File: src/rtl/gcd_pkg.sv
// Shared definitions for the shared GCD / fraction-reduce engine.
//   W_DEF   : default operand/result width (unsigned)
//   state_t : engine sequencer states
package gcd_pkg;

    localparam int W_DEF = 4;

    typedef enum logic [2:0] {
        IDLE = 3'd0,
        LOAD = 3'd1,
        GCD  = 3'd2,
        DIV  = 3'd3,
        DONE = 3'd4
    } state_t;

endpackage

File: src/rtl/rr_arb2.sv
// Two-way round-robin arbiter.
//   clk, rst  : clock, asynchronous active-high reset
//   req[1:0]  : request lines
//   grant_en  : arbitration cycle; the pointer advances only when this is high
//   gnt[1:0]  : one-hot winner (combinational), all zero when no request
//   ptr       : index of the requester served last
module rr_arb2 (
    input  logic       clk,
    input  logic       rst,
    input  logic [1:0] req,
    input  logic       grant_en,
    output logic [1:0] gnt,
    output logic       ptr
);

    // On a tie, the requester that was not served last wins.
    always_comb begin
        // NOTE: every always_comb output gets a default first so no latch is inferred.
        gnt = 2'b00;
        case (req)
            2'b01:   gnt = 2'b01;
            2'b10:   gnt = 2'b10;
            2'b11:   gnt = ptr ? 2'b01 : 2'b10;
            default: gnt = 2'b00;
        endcase
    end

    // Reset value 1 makes requester 0 win the first tie.
    always_ff @(posedge clk or posedge rst) begin
        if (rst) begin
            ptr <= 1'b1;
        end else if (grant_en && (req != 2'b00)) begin
            // NOTE: sequential state uses non-blocking assignments only.
            ptr <= gnt[1];
        end
    end

endmodule

File: src/rtl/gcd_share_ctrl.sv
// Shares one iterative GCD / fraction-reduce engine between two requesters.
// Subtractive Euclid finds g, then both operands are divided by g through
// repeated subtraction. Results come back with a one-cycle done pulse.
//   clk, rst        : clock, asynchronous active-high reset
//   req[1:0]        : service requests, held until done[i]
//   a0, b0 / a1, b1 : operand pairs of requester 0 / 1
//   gnt[1:0]        : one-hot owner of the engine, from LOAD through DONE
//   busy            : engine not idle
//   done[1:0]       : one-cycle pulse to the served requester
//   gcd_out         : gcd(a, b)
//   res_a, res_b    : a / gcd, b / gcd
//   err             : a = b = 0 (all results zero)
module gcd_share_ctrl
    import gcd_pkg::*;
#(
    parameter int W = W_DEF
) (
    input  logic         clk,
    input  logic         rst,
    input  logic [1:0]   req,
    input  logic [W-1:0] a0,
    input  logic [W-1:0] b0,
    input  logic [W-1:0] a1,
    input  logic [W-1:0] b1,
    output logic [1:0]   gnt,
    output logic         busy,
    output logic [1:0]   done,
    output logic [W-1:0] gcd_out,
    output logic [W-1:0] res_a,
    output logic [W-1:0] res_b,
    output logic         err
);

    state_t       state, state_n;
    logic [1:0]   arb_gnt;
    logic         arb_ptr;
    logic [1:0]   gnt_q;
    logic [W-1:0] x, y, ra, rb, qa, qb, g;

    rr_arb2 u_arb (
        .clk      (clk),
        .rst      (rst),
        .req      (req),
        .grant_en (state == IDLE),
        .gnt      (arb_gnt),
        .ptr      (arb_ptr)
    );

    // State register
    always_ff @(posedge clk or posedge rst) begin
        if (rst) state <= IDLE;
        else     state <= state_n;
    end

    // Next-state logic
    always_comb begin
        state_n = state;
        case (state)
            IDLE: if (req != 2'b00) state_n = LOAD;
            LOAD: state_n = GCD;
            GCD: begin
                if (x == '0 && y == '0)                    state_n = DONE;
                else if (x == '0 || y == '0 || x == y)     state_n = DIV;
            end
            DIV:  if (ra < g && rb < g) state_n = DONE;
            DONE: state_n = IDLE;
            default: state_n = IDLE;
        endcase
    end

    // Engine datapath. Result registers load on the transition into DONE so
    // they are already valid during the done pulse, and hold until the next one.
    always_ff @(posedge clk or posedge rst) begin
        if (rst) begin
            gnt_q   <= '0;
            x       <= '0;
            y       <= '0;
            ra      <= '0;
            rb      <= '0;
            qa      <= '0;
            qb      <= '0;
            g       <= '0;
            gcd_out <= '0;
            res_a   <= '0;
            res_b   <= '0;
            err     <= 1'b0;
        end else begin
            case (state)
                IDLE: begin
                    if (req != 2'b00) gnt_q <= arb_gnt;
                end
                LOAD: begin
                    // The only cycle the operand inputs are sampled.
                    x  <= gnt_q[1] ? a1 : a0;
                    y  <= gnt_q[1] ? b1 : b0;
                    ra <= gnt_q[1] ? a1 : a0;
                    rb <= gnt_q[1] ? b1 : b0;
                    qa <= '0;
                    qb <= '0;
                    g  <= '0;
                end
                GCD: begin
                    if (x == '0 && y == '0) begin
                        g       <= '0;
                        gcd_out <= '0;
                        res_a   <= '0;
                        res_b   <= '0;
                        err     <= 1'b1;
                    end else if (x == '0) begin
                        g <= y;
                    end else if (y == '0 || x == y) begin
                        g <= x;
                    end else if (x > y) begin
                        x <= x - y;
                    end else begin
                        y <= y - x;
                    end
                end
                DIV: begin
                    if (ra < g && rb < g) begin
                        gcd_out <= g;
                        res_a   <= qa;
                        res_b   <= qb;
                        err     <= 1'b0;
                    end else begin
                        if (ra >= g) begin
                            ra <= ra - g;
                            qa <= qa + 1'b1;
                        end
                        if (rb >= g) begin
                            rb <= rb - g;
                            qb <= qb + 1'b1;
                        end
                    end
                end
                DONE: gnt_q <= '0;
                default: gnt_q <= '0;
            endcase
        end
    end

    assign gnt  = gnt_q;
    assign busy = (state != IDLE);
    assign done = (state == DONE) ? gnt_q : 2'b00;

endmodule

File: config.mk
export PLATFORM = sky130hd
export DESIGN_NAME = gcd_share_ctrl
export DESIGN_NICKNAME = d
export VERILOG_FILES = /design/src/rtl/gcd_pkg.sv /design/src/rtl/rr_arb2.sv /design/src/rtl/gcd_share_ctrl.sv
export SDC_FILE = /design/constraint.sdc
export NUM_CORES = 1
export LEC_CHECK = 0
export ABC_AREA = 1
export CORE_MARGIN = 3
export CORE_UTILIZATION = 60
export CTS_CLUSTER_SIZE = 24
export DETAILED_ROUTE_END_ITERATION = 10
export GPL_TIMING_DRIVEN = 0
export PLACE_DENSITY = 0.85
export SLEW_MARGIN = 10
export SYNTH_ARGS = -nofsm -noshare
export SYNTH_HDL_FRONTEND = slang
export SYNTH_HIERARCHICAL = 1
export SYNTH_SLANG_ARGS = --single-unit
File: constraint.sdc
create_clock -name clk -period 4.4 [get_ports clk]
set_input_delay 0.44 -clock clk [delete_from_list [all_inputs] [get_ports clk]]
set_output_delay 0.44 -clock clk [all_outputs]
set_load 0.01 [all_outputs]
-- After elaboration in Yosys (flattened, before gate mapping)
Cells that the tools add are included.
- logic and storage cells: 118
- bits in registers: 47
- output and inout port bits: 18
- reduce and logical (&&, ||, !) cells: 23
- bitwise operators: 1
- magnitude comparators: 5
- add/subtract/negate cells: 6
- mux-type cells: 48
- equal/unequal tests: 21
- operators with widths (operator ; number):
    two-way mux 4 bit ; 25
    case mux 4 bit (2 select lines) ; 10
    inequality test 2 bit (second input constant) ; 11
    subtractor 4 bit ; 4
    two-way mux 3 bit ; 4
    case mux 3 bit (4 select lines) ; 1
    AND reduction 3 bit ; 4
    AND reduction 5 bit ; 2
    adder 4 x 1 -> 4 bit (second input constant) ; 2
    >= comparator 4 bit ; 2
    logical NOT 4 bit ; 2
    less-than comparator 4 bit ; 2
    nonzero test 2 bit ; 4
    == test 3 x 2 -> 1 bit (second input constant) ; 2
    two-way mux 2 bit ; 3
    case mux 2 bit (3 select lines) ; 1
    == test 2 bit (second input constant) ; 2
    == test 4 bit ; 1
    > comparator 4 bit ; 1
    inequality test 4 bit (second input constant) ; 1
    case mux 2 bit (2 select lines) ; 1
    AND reduction 2 bit ; 2
    == test 3 x 1 -> 1 bit (second input constant) ; 1
    == test 3 bit (second input constant) ; 1
    other kinds (10) ; 15

-- Logic depth before layout (Yosys ltp)
- word-level depth: 6
- gate-level depth with buffers: 13
- gate-level depth less buffers: 12

-- Hierarchy
The synthesis kept the hierarchy.
- by module, submodules not included (module ; area an instance (µm²) ; seq. area each (µm²) ; instances ; cells each):
    gcd_share_ctrl ; 3000.4 ; 1151.1 ; 1 ; 417
    rr_arb2 ; 70.1 ; 26.3 ; 1 ; 10

-- Worst setup path after synthesis
OpenSTA, ideal clock, no wires.
- path type: flip-flop to flip-flop
- start point: reg g[0]
- end point: reg qb[1]
- path slack: 2.616 ns
- stages on the path, launching flop included: 11
- arrival: 1.666 ns
- cells stage by stage: dfrtp_1 -> ha_1 -> fa_1 -> inv_1 -> nand2_1 -> nand2_1 -> nand2_1 -> nand2_1 -> nand3_1 -> nand2_1 -> nand2_1
- longest elaborated chain between the ends: 4
- elaborated cells on any way between the ends: 7
- ends and longest elaborated chain (element ; line ; text):
    from (decl) ; gcd_share_ctrl.sv:38 ; logic [W-1:0] x, y, ra, rb, qa, qb, g;
    from (signal assigned) ; gcd_share_ctrl.sv:110 ; g <= y;
    less-than comparator 4 bit ; gcd_share_ctrl.sv:120 ; if (ra < g && rb < g) begin
    logical AND 1 bit ; gcd_share_ctrl.sv:120 ;
    inequality test 2 bit (no source line) ; -- ;
    AND reduction 3 bit (no source line) (*) ; -- ;
    to (signal assigned) ; gcd_share_ctrl.sv:132 ; qb <= qb + 1'b1;
    to (decl) ; gcd_share_ctrl.sv:38 ;
Mark *: on every way between the ends. The rest lies on a longest branch, timed or not.
A chain may end at the register's enable or synchronous reset.

-- Worst setup path in the final report
- start point: reg g[0]
- end point: reg ra[1]
- longest elaborated chain between the ends: 4
- elaborated cells on any way between the ends: 11
- ends and longest elaborated chain (element ; line ; text):
    subtractor 4 bit / less-than comparator 4 bit (equally long branches) ; gcd_share_ctrl.sv:127, gcd_share_ctrl.sv:120 ;
    two-way mux 4 bit / logical AND 1 bit (equally long branches) ; gcd_share_ctrl.sv:126, gcd_share_ctrl.sv:120 ;
    two-way mux 4 bit / inequality test 2 bit (equally long branches) ; -- ;
    case mux 4 bit (2 select lines) / AND reduction 3 bit (equally long branches) ; -- ;
    to (signal assigned) ; gcd_share_ctrl.sv:96 ; ra <= gnt_q[1] ? a1 : a0;
    to (signal assigned) ; gcd_share_ctrl.sv:127 ; ra <= ra - g;
    to (decl) ; gcd_share_ctrl.sv:38 ;
Several ways; a longest one is shown, not always the timed one. The select of a mux whose other input is x is not followed.

==> summary.md <==
| Metric | Value |
|---|---|
| Worst Hold Class | `reg2reg` |
| Drt first pass iters | `4` |
| Worst-margin pin slew | `0.5141 ns` |
| Vias post-DR | `2867` |
| EDFF count, synth | `0` |
| Die W | `77.54 µm` |
| Final Hold Fails | `0` |
| Ratio of cells with drive above 1 in the final layout | `9.302%` |
| DRC viols | `0` |
| Final Slew Violations | `0` |
| Prevailing post-synth register cell | `dfrtp_1` |
| Row count | `25` |
| Yosys warning count | `6` |
| Top post-synthesis cells by area | `dfrtp_1, nand2_1, ha_1, inv_1, o21ai_0` |
| Cell Area, Placed | `3545 µm²` |
| Number of cells on the worst hold path | `2` |
| #FFs+latches synth | `47` |
| Worst R2R Path Depth | `11` |
| Starting Density | `63.33%` |
| Async set-reset flop share out of synthesis | `100.0%` |
| Synth top cells by count | `nand2_1, dfrtp_1, inv_1` |
| Routability Congestion | `0.9509` |
| H-Tree Depth | `2` |
| DR iter-0 viols | `212` |
| Setup-failing EPs final | `0` |
| Pwr Density | `729.7 nW/µm²` |
| Core Region | `4848 µm²` |
| Syn Inst Count | `427` |
| Hpwl dp | `5.755 mm` |
| Chip Height | `77.54 µm` |
| Crit path from | `g[0]` |
| # IOs | `38` |
| Worst slew margin | `65.68%` |
| Post-CTS setup buffers | `0` |
| Minimum clock period | `2.235 ns` |
| Post-route setup TNS | `0 ns` |
| Synth Cell Area | `3070 µm²` |
| Mean Syn Cell Area | `7.191 µm²` |
| Die area | `6012 µm²` |
| Aggregate global-route resource usage | `26.29%` |
| Crit. End Element | `flop` |
| Remaining global-route overflow | `0` |
| Clk pin slew, worst setup/hold paths | `0.10 ns` |
| DR vias/cell | `5.309` |
| Post-Route M1 WL | `3.243 mm` |
| Routed wl met2 | `3.471 mm` |
| Top-count cell post-synth | `nand2_1` |
| Largest net degree at the start of global routing | `26` |
| Clock sinks | `47` |
| Max IR drop VDD | `434.2 µV` |
| # fillers | `397` |
| Yosys top cell area share | `37.49%` |
| Worst-path fanout max | `6` |
| Resized Gates After CTS | `0` |
| Root Driver | `clkbuf_8` |
| DR top layer | `met4` |
| Antenna diodes | `0` |
| Crit Path Class | `reg2reg` |
| RSZ-0062 raised after global routing | `false` |
| Synthesized Nets | `468` |
| Worst EP arrival | `2.48 ns` |
| Total power | `0.002670 W` |
| Final wirelength | `7.270 mm` |
| Hold-fix buffer count after cts | `0` |
| Metal3 WL | `415 µm` |
| Sequential Area | `1177 µm²` |
| Outcome | `completed` |
| Netlist cell types | `28` |
| Antenna Nets Post-Route | `0` |
| Reg2reg start | `g[0]` |
| Multi-input logic area | `1685 µm²` |
| Fin crit share | `50.80%` |
| Worst-Skew Late Latency | `0.30 ns` |
| CP Launch Type | `flop` |
| Nets | `513` |
| Vias in the first global route | `2823` |
| CTS tree | `done` |
| Worst path required time | `4.65 ns` |
| Area growth syn-to-layout | `19.19%` |
| Antenna violations before repair | `0` |
| TritonCTS Buffers | `5` |
| First-pass GRT wire length | `12.59 mm` |
| Hold path startpoint | `u_arb/ptr` |
| Worst hold margin | `0.4634 ns` |
| Fmax achieved | `447.4 MHz` |
| Final Instance Area | `3660 µm²` |
| Largest area contributor in the netlist | `dfrtp_1` |
| Skew final | `0.01344 ns` |
| Static leakage | `1.999 nW` |
| MaxCap Viol Count | `0` |
| Routed wire length per instance | `13.46 µm` |
| Clk buf depth | `2` |
| IO Port Bufs | `37` |
| Seq/Total Area, Yosys | `38.35%` |
[state kept, by name, summed over array words and instances (netlist names), 3 cells and up]
register,count
qb,4
x,4
y,4
g,4
res_b,4
state,3
res_a,4
ra,4
gcd_out,4
qa,4
rb,4
[cell families after synthesis]
| group | Yosys count | share of synthesized area (%) |
|---|---|---|
| AO/OA/AOI/OAI | 33 | 5.542 |
| XOR/XNOR | 7 | 1.997 |
| adder cells (fa/ha/maj) | 21 | 9.535 |
| buffers and inverters | 48 | 6.764 |
| flip-flops | 47 | 38.35 |
| multiplexers | 1 | 0.3260 |
| AND/OR/NAND/NOR | 270 | 37.49 |
[placed cells by master (no fill, tap or decap), types with 2 or more instances in the layout]
cell type / Yosys / routed
a21oi_1: 8 / 8
buf_2: 4 / 4
buf_6: 2 / 2
clkbuf_8: 0 / 5
clkdlybuf4s50_1: 0 / 37
dfrtp_1: 46 / 46
fa_1: 4 / 4
ha_1: 17 / 17
inv_1: 37 / 36
inv_2: 3 / 4
inv_6: 1 / 2
nand2_1: 198 / 198
nand2_2: 3 / 3
nand2_4: 3 / 3
nand3_1: 21 / 21
nand3_4: 2 / 2
nand3b_1: 3 / 3
nor2_1: 26 / 26
nor2_2: 6 / 6
o21ai_0: 22 / 22
or2_2: 6 / 6
xor2_1: 7 / 7
[metal layers]
| metal | global-route usage [%] | vias to the layer above |
|---|---|---|
| met1 | 33.76 | 1337 |
| met3 | 4.640 | 13 |
| met2 | 45.34 | 104 |
| li1 | - | 1413 |
| met5 | 0 | - |
| met4 | 7.829 | 0 |
[stage by stage]
stage,cells,util [%],setup WS [ns]
CTS,540,75.48,2.184
floorplan,427,-,2.616
finish,540,75.48,2.165
global placement,531,72.70,1.905
global route,540,75.48,2.014
detailed placement,532,73.11,2.251
[power by group]
part / switching, W / total (W) / internal (W) / leakage, nW
Combinational: 0.00105 / 0.00164 / 0.000590 / 1.32
Clock: 0.000156 / 0.000328 / 0.000171 / 0.0548
Sequential: 0.000135 / 0.000707 / 0.000572 / 0.619
Total: 0.00134 / 0.00267 / 0.00133 / 2.00
[layout make-up]
| cell class | count | share of cell area (%) |
|---|---|---|
| multi-input combinational | 332 | 46.05 |
| sequential | 47 | 32.17 |
| timing repair buffer | 38 | 10.67 |
| inverter | 42 | 4.513 |
| tap | 67 | 2.291 |
| clock buffer | 5 | 1.880 |
| clock inverter | 3 | 1.265 |
| buffer | 6 | 1.162 |
[final timing paths]
check,end,slack [ns]
min,u_arb/ptr,0.46
min in group asynchronous,u_arb/ptr,0.49
max,ra[1],2.16
max in group asynchronous,res_a[3],3.38
min reg2reg,u_arb/ptr,0.46
max reg2reg,ra[1],2.16
[worst max-delay path, cell delays in order, from the launching register on]
cell and delay, ns:
dfrtp_1 0.44, ha_1 0.24, fa_1 0.37, inv_1 0.08, nand2_1 0.07, nand2_1 0.07, nand2_1 0.15, nand2_1 0.16
nand2_1 0.13, nor2_2 0.30, nand2_1 0.10, nand2_1 0.08
Note: power is estimated with default switching activity, not from simulation.
